$ cat src/rtl/cmd_bus_master.sv
// Byte-stream command parser that issues single-cycle core bus accesses and streams back framed responses.
// Optional receive-stall timeout is enabled by defining CMD_BUS_MASTER_TIMEOUT_EN.
module cmd_bus_master #(
  parameter int unsigned TIMEOUT_CYCLES = 1000
) (
  input  logic        clk,
  input  logic        reset_n,
  input  logic        rx_valid,
  input  logic [7:0]  rx_data,
  output logic        rx_ready,
  output logic        tx_valid,
  output logic [7:0]  tx_data,
  input  logic        tx_ready,
  output logic        cs,
  output logic        we,
  output logic [7:0]  address,
  output logic [31:0] write_data,
  input  logic [31:0] read_data,
  input  logic        error
);

  typedef enum logic [2:0] {
    IDLE, GET_CMD, GET_ADDR, GET_DATA, GET_EOC, DISCARD, BUS_ACCESS, SEND_RESP
  } state_t;

  state_t      state;
  logic        wr;
  logic [1:0]  dcnt;
  logic [3:0]  idx;
  logic [3:0]  len;
  logic [7:0]  code;
  logic [31:0] rdata;
  logic        rx_take;
  logic        tx_take;

`ifdef CMD_BUS_MASTER_TIMEOUT_EN
  logic [31:0] tmo;
`endif

  always_comb begin
    rx_take = rx_valid && rx_ready;
    tx_take = tx_valid && tx_ready;
  end

  // Response layout: SOR, code, [addr, [D3..D0]], EOR; EOR is always the last of len bytes.
  function automatic logic [7:0] resp_byte(input logic [3:0] i, input logic [3:0] n,
                                           input logic [7:0] c, input logic [7:0] a,
                                           input logic [31:0] d);
    logic [7:0] b;
    if (i == n - 4'd1) b = 8'h55;
    else begin
      case (i)
        4'd0:    b = 8'hAA;
        4'd1:    b = c;
        4'd2:    b = a;
        4'd3:    b = d[31:24];
        4'd4:    b = d[23:16];
        4'd5:    b = d[15:8];
        default: b = d[7:0];
      endcase
    end
    return b;
  endfunction

  always_ff @(posedge clk or negedge reset_n) begin
    if (!reset_n) begin
      state      <= IDLE;
      cs         <= 1'b0;
      we         <= 1'b0;
      address    <= '0;
      write_data <= '0;
      tx_valid   <= 1'b0;
      tx_data    <= '0;
      rx_ready   <= 1'b0;
      wr         <= 1'b0;
      dcnt       <= '0;
      idx        <= '0;
      len        <= '0;
      code       <= '0;
      rdata      <= '0;
`ifdef CMD_BUS_MASTER_TIMEOUT_EN
      tmo        <= '0;
`endif
    end else begin
      cs <= 1'b0;
      we <= 1'b0;
      case (state)
        IDLE: begin
          rx_ready <= 1'b1;
          if (rx_take && rx_data == 8'h55) state <= GET_CMD;
        end
        GET_CMD: if (rx_take) begin
          if (rx_data == 8'h10 || rx_data == 8'h11) begin
            wr    <= rx_data[0];
            state <= GET_ADDR;
          end else begin
            state <= DISCARD;
          end
        end
        GET_ADDR: if (rx_take) begin
          address <= rx_data;
          dcnt    <= '0;
          state   <= wr ? GET_DATA : GET_EOC;
        end
        GET_DATA: if (rx_take) begin
          write_data <= {write_data[23:0], rx_data};
          dcnt       <= dcnt + 2'd1;
          if (dcnt == 2'd3) state <= GET_EOC;
        end
        GET_EOC: if (rx_take) begin
          rx_ready <= 1'b0;
          if (rx_data == 8'hAA) begin
            cs    <= 1'b1;
            we    <= wr;
            state <= BUS_ACCESS;
          end else begin
            code     <= 8'hFD;
            len      <= 4'd3;
            idx      <= '0;
            tx_valid <= 1'b1;
            tx_data  <= 8'hAA;
            state    <= SEND_RESP;
          end
        end
        DISCARD: if (rx_take && rx_data == 8'hAA) begin
          rx_ready <= 1'b0;
          code     <= 8'hFE;
          len      <= 4'd3;
          idx      <= '0;
          tx_valid <= 1'b1;
          tx_data  <= 8'hAA;
          state    <= SEND_RESP;
        end
        BUS_ACCESS: begin
          rdata    <= read_data;
          code     <= error ? 8'hFC : (wr ? 8'h7E : 8'h7F);
          len      <= (error || wr) ? 4'd4 : 4'd8;
          idx      <= '0;
          tx_valid <= 1'b1;
          tx_data  <= 8'hAA;
          state    <= SEND_RESP;
        end
        SEND_RESP: if (tx_take) begin
          if (idx == len - 4'd1) begin
            tx_valid <= 1'b0;
            rx_ready <= 1'b1;
            idx      <= '0;
            state    <= IDLE;
          end else begin
            idx     <= idx + 4'd1;
            tx_data <= resp_byte(idx + 4'd1, len, code, address, rdata);
          end
        end
        default: state <= IDLE;
      endcase

`ifdef CMD_BUS_MASTER_TIMEOUT_EN
      // Overrides the case above only on cycles with no accepted byte, so it never races a transition.
      if (state inside {GET_CMD, GET_ADDR, GET_DATA, GET_EOC, DISCARD}) begin
        if (rx_take) tmo <= '0;
        else if (tmo == TIMEOUT_CYCLES - 1) begin
          tmo   <= '0;
          state <= IDLE;
        end else tmo <= tmo + 32'd1;
      end else begin
        tmo <= '0;
      end
`endif
    end
  end

endmodule

$ cat config.mk
export PLATFORM = sky130hd
export DESIGN_NAME = cmd_bus_master
export DESIGN_NICKNAME = d
export VERILOG_FILES = /design/src/rtl/cmd_bus_master.sv
export SDC_FILE = /design/constraint.sdc
export NUM_CORES = 1
export LEC_CHECK = 0
export CAP_MARGIN = 20
export CORE_ASPECT_RATIO = 0.7
export CORE_MARGIN = 2
export CORE_UTILIZATION = 52
export DETAILED_ROUTE_END_ITERATION = 6
export HOLD_SLACK_MARGIN = 0.1
export PLACE_DENSITY = 0.81
export SYNTH_ARGS = -nofsm -noshare
export SYNTH_HDL_FRONTEND = slang
export SYNTH_SLANG_ARGS = --single-unit
$ cat constraint.sdc
create_clock -name clk -period 2.86 [get_ports clk]
set_clock_uncertainty 0.05 [all_clocks]
set_input_delay 0.286 -clock clk [delete_from_list [all_inputs] [get_ports clk]]
set_output_delay 0.286 -clock clk [all_outputs]
set_load 0.01 [all_outputs]
Yosys cells after proc, flatten, opt, wreduce, memory -nomap -nowiden
Cells that the tools add are included.
W data, S select, Z words.

storage, ports and cells
  bits in registers = 106
  bits in latches = 0
  memory bits (writable) = 0
  ROM bits = 0
  input bits = 45
  output and inout bits = 52
  logic and storage cells = 127
  memories = 0

cells by class
  add/sub/neg operators = 3
  multiply operators = 0
  divide/modulo/power cells = 0
  $lt $le $gt $ge = 0
  equality and inequality tests = 30
  shifts and indexed selects = 0
  multiplexer cells = 58
  bitwise operators = 0
  reduce and logical (&&, ||, !) cells = 22

operators with widths
  kind                  count
  $mux W8               10
  $pmux W8 S6           1
  $mux W4               9
  $mux W3               11
  $pmux W8 S4           1
  $pmux W3 S8           1
  $pmux W8 S3           1
  $ne A2 B2 Y1 const B  11
  $mux W1               17
  $eq A8 B5 Y1 const B  2
  $pmux W4 S4           1
  $eq A3 B3 Y1 const B  4
  $pmux W4 S3           1
  $reduce_and A6 Y1     2
  $reduce_and A5 Y1     2
  $reduce_and A9 Y1     1
  $eq A4 B2 Y1 const B  2
  $eq A4 B3 Y1 const B  2
  $eq A4 B4 Y1          2
  $eq A8 B7 Y1 const B  1
  $eq A8 B8 Y1 const B  1
  $pmux W1 S4           2
  $reduce_bool A4 Y1    2
  $eq A3 B2 Y1 const B  2
  other kinds (17)      24

Longest topological paths before layout
  depth after elaboration = 7
  gate-level depth with buffers = 9
  gate-level depth less buffers = 7

Worst setup path before layout
No wires, ideal clock.

  kind = register to register
  start = register len[1]
  end = register tx_data[2]
  setup time = 0.124 ns
  arrival = 2.028 ns
  data required time = 2.686 ns
  setup slack = 0.657 ns
  cell stages (with the launch flop) = 7
  path buffers = 0
  period minus slack after synthesis = 2.203 ns
  cells stage by stage = dfrtp_1 > inv_1 > ha_1 > xnor3_4 > and4_1 > a211o_4 > a211o_2

on the way
  cells in the longest elaborated chain, start to end = 6
  elaborated cells between the ends (all ways) = 9
  classes of those cells = add/sub: 1; eq/ne: 3; mux: 4; reduce/logical: 1

RTL lines
  what                    line     source
  start, declared         30       logic [3:0] len;
  start signal, assigned  137      len <= (error || wr) ? 4'd4 : 4'd8;
  $sub A4 B1 Y4 (*)       50, 144
  $eq A4 B4 Y1            50       if (i == n - 4'd1) b = 8'h55;
  $mux W8                 50
  $mux W8                 144      if (idx == len - 4'd1) begin
  $mux W8                 143      SEND_RESP: if (tx_take) begin
  $pmux W8 S4             87       case (state)
  end signal, assigned    151      tx_data <= resp_byte(idx + 4'd1, len, code, address, rdata);
  end, declared           12       output logic [7:0] tx_data,

Mark *: on every way between the ends. The rest lies on a longest branch, timed or not. The select of a mux whose other input is x is not followed.
A chain may end at the register's enable or synchronous reset.

Worst setup path in the final report
  start = register idx[1]
  end = register tx_data[7]

on the way
  cells in the longest elaborated chain, start to end = 7
  elaborated cells between the ends (all ways) = 16
  classes of those cells = add/sub: 1; eq/ne: 8; mux: 5; reduce/logical: 2

RTL lines
  what                                        line  source
  start, declared                             29    logic [3:0] idx;
  start signal, assigned                      150   idx <= idx + 4'd1;
  $add A4 B1 Y4                               151
  $eq A4 B3 Y1, or another cell as far along  52    case (i)
  $pmux W8 S6                                 52
  $mux W8                                     50
  $mux W8                                     144
  $mux W8                                     143
  $pmux W8 S4                                 87

Parallel ways exist; a longest one is shown, timed or not. The select of a mux whose other input is x is not followed.

==> results.rst <==
.. list-table::
   :header-rows: 1

   * - Metric
     - Value
   * - Run status
     - complete, no violations
   * - Dominant register cell in the synthesized netlist
     - dfrtp_1
   * - Antenna diode count
     - 0
   * - Global router's overall resource usage
     - 0.2546
   * - Async set-or-reset flop fraction in the synthesized netlist
     - 1.000
   * - Count of flip-flops with a built-in enable after synthesis
     - 0
   * - Number of top-level pins
     - 97
   * - Area inside the core boundary
     - 9071 sq um
   * - Final standard cell area without fillers
     - 6271 sq um
   * - Max-slew violation total from the final report
     - 0
   * - Maximum frequency from static timing analysis
     - 389.7 MHz
   * - Wirelength, routed
     - 12,400 um
   * - Post-DR vias/cell
     - 6.082
   * - DP Wirelength
     - 8733 um
   * - Vias in the first global route
     - 3,982
   * - Met3 routed WL
     - 892 um
   * - Via total after detailed routing
     - 3,783
   * - Power Density
     - 909.4 nW/um^2
   * - Maximum fanout along the worst path
     - 13
   * - Dominant combinational cell family by area after synthesis
     - multiplexers
   * - Remaining global-route overflow
     - 0
   * - Fill cell instance count of the final layout
     - 669
   * - Type of the most critical hold path
     - reg -> reg
   * - Maximum Capacitance Violations
     - 0
   * - Largest net degree at the start of global routing
     - 60
   * - Period utilisation layout
     - 0.8972
   * - Mapped cell area
     - 4846 sq um
   * - Initial cell density of the core
     - 0.5342
   * - Count of unresolved DRC violations after routing
     - 0
   * - CTS tree
     - yes
   * - Accumulated negative setup slack
     - 0 ps
   * - Sinks on the clock net
     - 101
   * - Sort of element at the start of the critical path
     - flip-flop
   * - Number of H-tree levels
     - 3
   * - Number of warnings printed during yosys synthesis
     - 0
   * - CTS clk-pin slew, worst paths
     - 70 ps
   * - Met1 Wirelength
     - 5520 um
   * - Proportion of layout cells with a drive suffix above 1
     - 0.2329
   * - Required arrival time at the worst endpoint
     - 3050 ps
   * - Root buffer selected by CTS
     - clkbuf_16
   * - Count of standard-cell rows
     - 29
   * - Fraction of the mapped netlist area in adder cells
     - 0.01807
   * - Register-to-register setup slack
     - 290 ps
   * - Post-Route Utilization
     - 0.6913
   * - Routed len/inst
     - 19.93 um
   * - Kind of end point of the critical path
     - flip-flop
   * - Post-layout minimum cycle time
     - 2566 ps
   * - Post-cts repair resize count
     - 0
   * - Share of synthesized cell area in and, or, nand and nor gates
     - 0.09295
   * - Maximum resistive drop on vdd
     - 0.4586 mV
   * - Final RePlAce weighted congestion
     - 0.9177
   * - Initial antenna violation count
     - 0
   * - Final Setup Violations
     - 0
   * - Post-synthesis net count
     - 446
   * - Largest stage delay, worst path
     - 560 ps
   * - Area overhead of the layout relative to synthesis
     - 29.41%
   * - Sequential cell area
     - 2527 sq um
   * - Global-route wire length before repair
     - 20,410 um
   * - Uppermost layer routed
     - met4
   * - Max-Slew Margin vs Limit
     - 0.4982
   * - Die Span X
     - 119.4 um
   * - Pleak
     - 2.747 nW
   * - Die area
     - 10,120 sq um
   * - Sequential-to-total area share from yosys stat
     - 0.5216
   * - Post-detailed-placement cell area
     - 5962 sq um
   * - Category of the critical setup timing path
     - reg -> reg
   * - Unique masters post-synth
     - 64
   * - Number of instances in the synthesized netlist
     - 394
   * - Cell repeated most along the worst path
     - nor3_1
   * - Count of buffers inserted at the top-level ports
     - 96
   * - Antenna-violating nets left
     - 0
   * - FF+latch count, synth
     - 101
   * - Number of buffers created by CTS
     - 9
   * - Setup repair after global routing missed its margin
     - no
   * - Mean instance size in the synthesized netlist
     - 12.30 sq um
   * - Post-Synth XOR/XNOR Area
     - 0.02091
   * - TritonRoute pass-1 iters
     - 6
   * - CP arrival
     - 2750 ps
   * - Nets
     - 545
   * - Met2 WL post-DR
     - 5845 um
   * - Clk buf depth
     - 2
   * - Worst-Skew Late Latency
     - 350 ps
   * - Die Height
     - 84.77 um
   * - Synth Area in Compound Gates
     - 0.1433
   * - Ordered cell list for the critical path
     - inv_1 > ha_1 > nor3_1 > nor3_1 > buf_4 > and3_2 > a222oi_1
   * - Final hold violation count
     - 0
   * - Area of the multi-input gates
     - 2181 sq um
   * - Transition time at the pin with the least slew margin
     - 752.7 ps
   * - Violation count after the first detailed-routing iteration
     - 402
   * - Library cell contributing the largest single delay on the critical path
     - dfrtp_1
   * - Multiplexer area fraction after synthesis
     - 0.1738
-- stage by stage --
step / instances / setup slack, ps / total power [mW] / hold WS [ps]
final: 622 / 294.0 / 5.703 / 439.5
after global routing: 622 / 134.0 / 6.013 / 468.7
after CTS: 622 / 354.0 / 5.688 / 444.2
after detailed placement: 605 / 277.5 / 4.441 / 352.6
after global placement: 605 / 347.1 / 4.319 / 344.9
after floorplan: 394 / 657.4 / 3.623 / -59.59
-- metal layers --
layer | up-vias | track usage
met5 | - | 0
met3 | 16 | 0.06318
li1 | 1671 | -
met2 | 167 | 0.3809
met1 | 1929 | 0.3727
met4 | 0 | 0.07166
-- layout by cell type (no fill, tap or decap), types with 10 or more instances in the layout --
cell type	count
clkdlybuf4s50_1	95
mux2_2	73
nand2_1	16
dfrtp_1	101
inv_1	14
nor2_1	16
o21ai_0	16
buf_4	10
-- final cells by class --
cell class | count | area share
clock buffers | 9 | 0.03591
clock inverters | 7 | 0.01177
inverters | 14 | 0.008380
multi-input cells | 260 | 0.3478
flip-flops and latches | 101 | 0.4030
well taps | 124 | 0.02474
repair buffers | 107 | 0.1684
-- critical path: cells and delay by family (launching register included) --
kind / cells / cell delay, ps
flip-flops: 1 / 560
buffers and inverters: 2 / 320
AND/OR/NAND/NOR: 3 / 860
adder cells (fa/ha/maj): 1 / 400
AO/OA/AOI/OAI: 1 / 280
-- worst paths after layout --
kind	cells after the start	endpoint	startpoint
max	7	tx_data[7]	idx[1]
min	2	dcnt[1]	dcnt[1]
max reg2reg	7	tx_data[7]	idx[1]
min reg2reg	2	dcnt[1]	dcnt[1]
max in group asynchronous	3	write_data[25]	reset_n
min in group asynchronous	2	rdata[7]	reset_n
-- cell usage after synthesis (3+ instances only) --
master      n  area [sq um]
nor3_1     10         50.05
a22oi_1     4         30.03
a222oi_1    7         70.07
nand2_1    16         60.06
o21a_1      4         30.03
nand2b_1    3         18.77
o22ai_1     3         18.77
nor2b_1     3         18.77
xor2_1      3         26.28
a211o_2     3         30.03
buf_2       7         35.03
inv_1      14         52.55
a21oi_1     9         45.04
o31ai_1     6         45.04
nand4_1     3         18.77
a21boi_0    3         22.52
a221oi_1    4         35.03
xnor2_1     3         26.28
ha_1        7         87.58
mux2_2     73         822.0
and3_1      3         18.77
dfrtp_1   101          2527
nand3_1     7         35.03
a31oi_1     4         25.02
clkbuf_1    9         33.78
nor2_1     16         60.06
o21ai_0    16         80.08
a22o_1      9         78.83
-- registers in the layout, summed over array words and instances (netlist names) --
name	flops
code	4
we	1
tx_data	8
write_data	32
rx_ready	1
cs	1
state	3
idx	4
len	3
rdata	32
wr	1
address	8
tx_valid	1
dcnt	2
-- kinds of logic (layout without fill, tap and decap cells) --
family	Yosys count	in the layout
buffers and inverters	33	137
and+or+nand+nor	81	81
muxes	75	75
DFF	101	101
AOI/OAI and AO/OA	89	89
xor gates and xnor gates	8	8
adders and majority gates	7	7
-- power by group --
part           switching (mW)  internal (mW)  total, mW
clock                   0.545          0.680       1.22
combinational            1.11           1.14       2.25
sequential              0.367           1.86       2.22
total                    2.02           3.68       5.70
-- timing repair --
item / in CTS / in global routing
endpoints found under the hold margin: 58 / 0
setup endpoints to repair: 0 / 0
hold buffers: 1 / 0
buffers inserted: 0 / 0
Power figures use the tool's default switching activity.
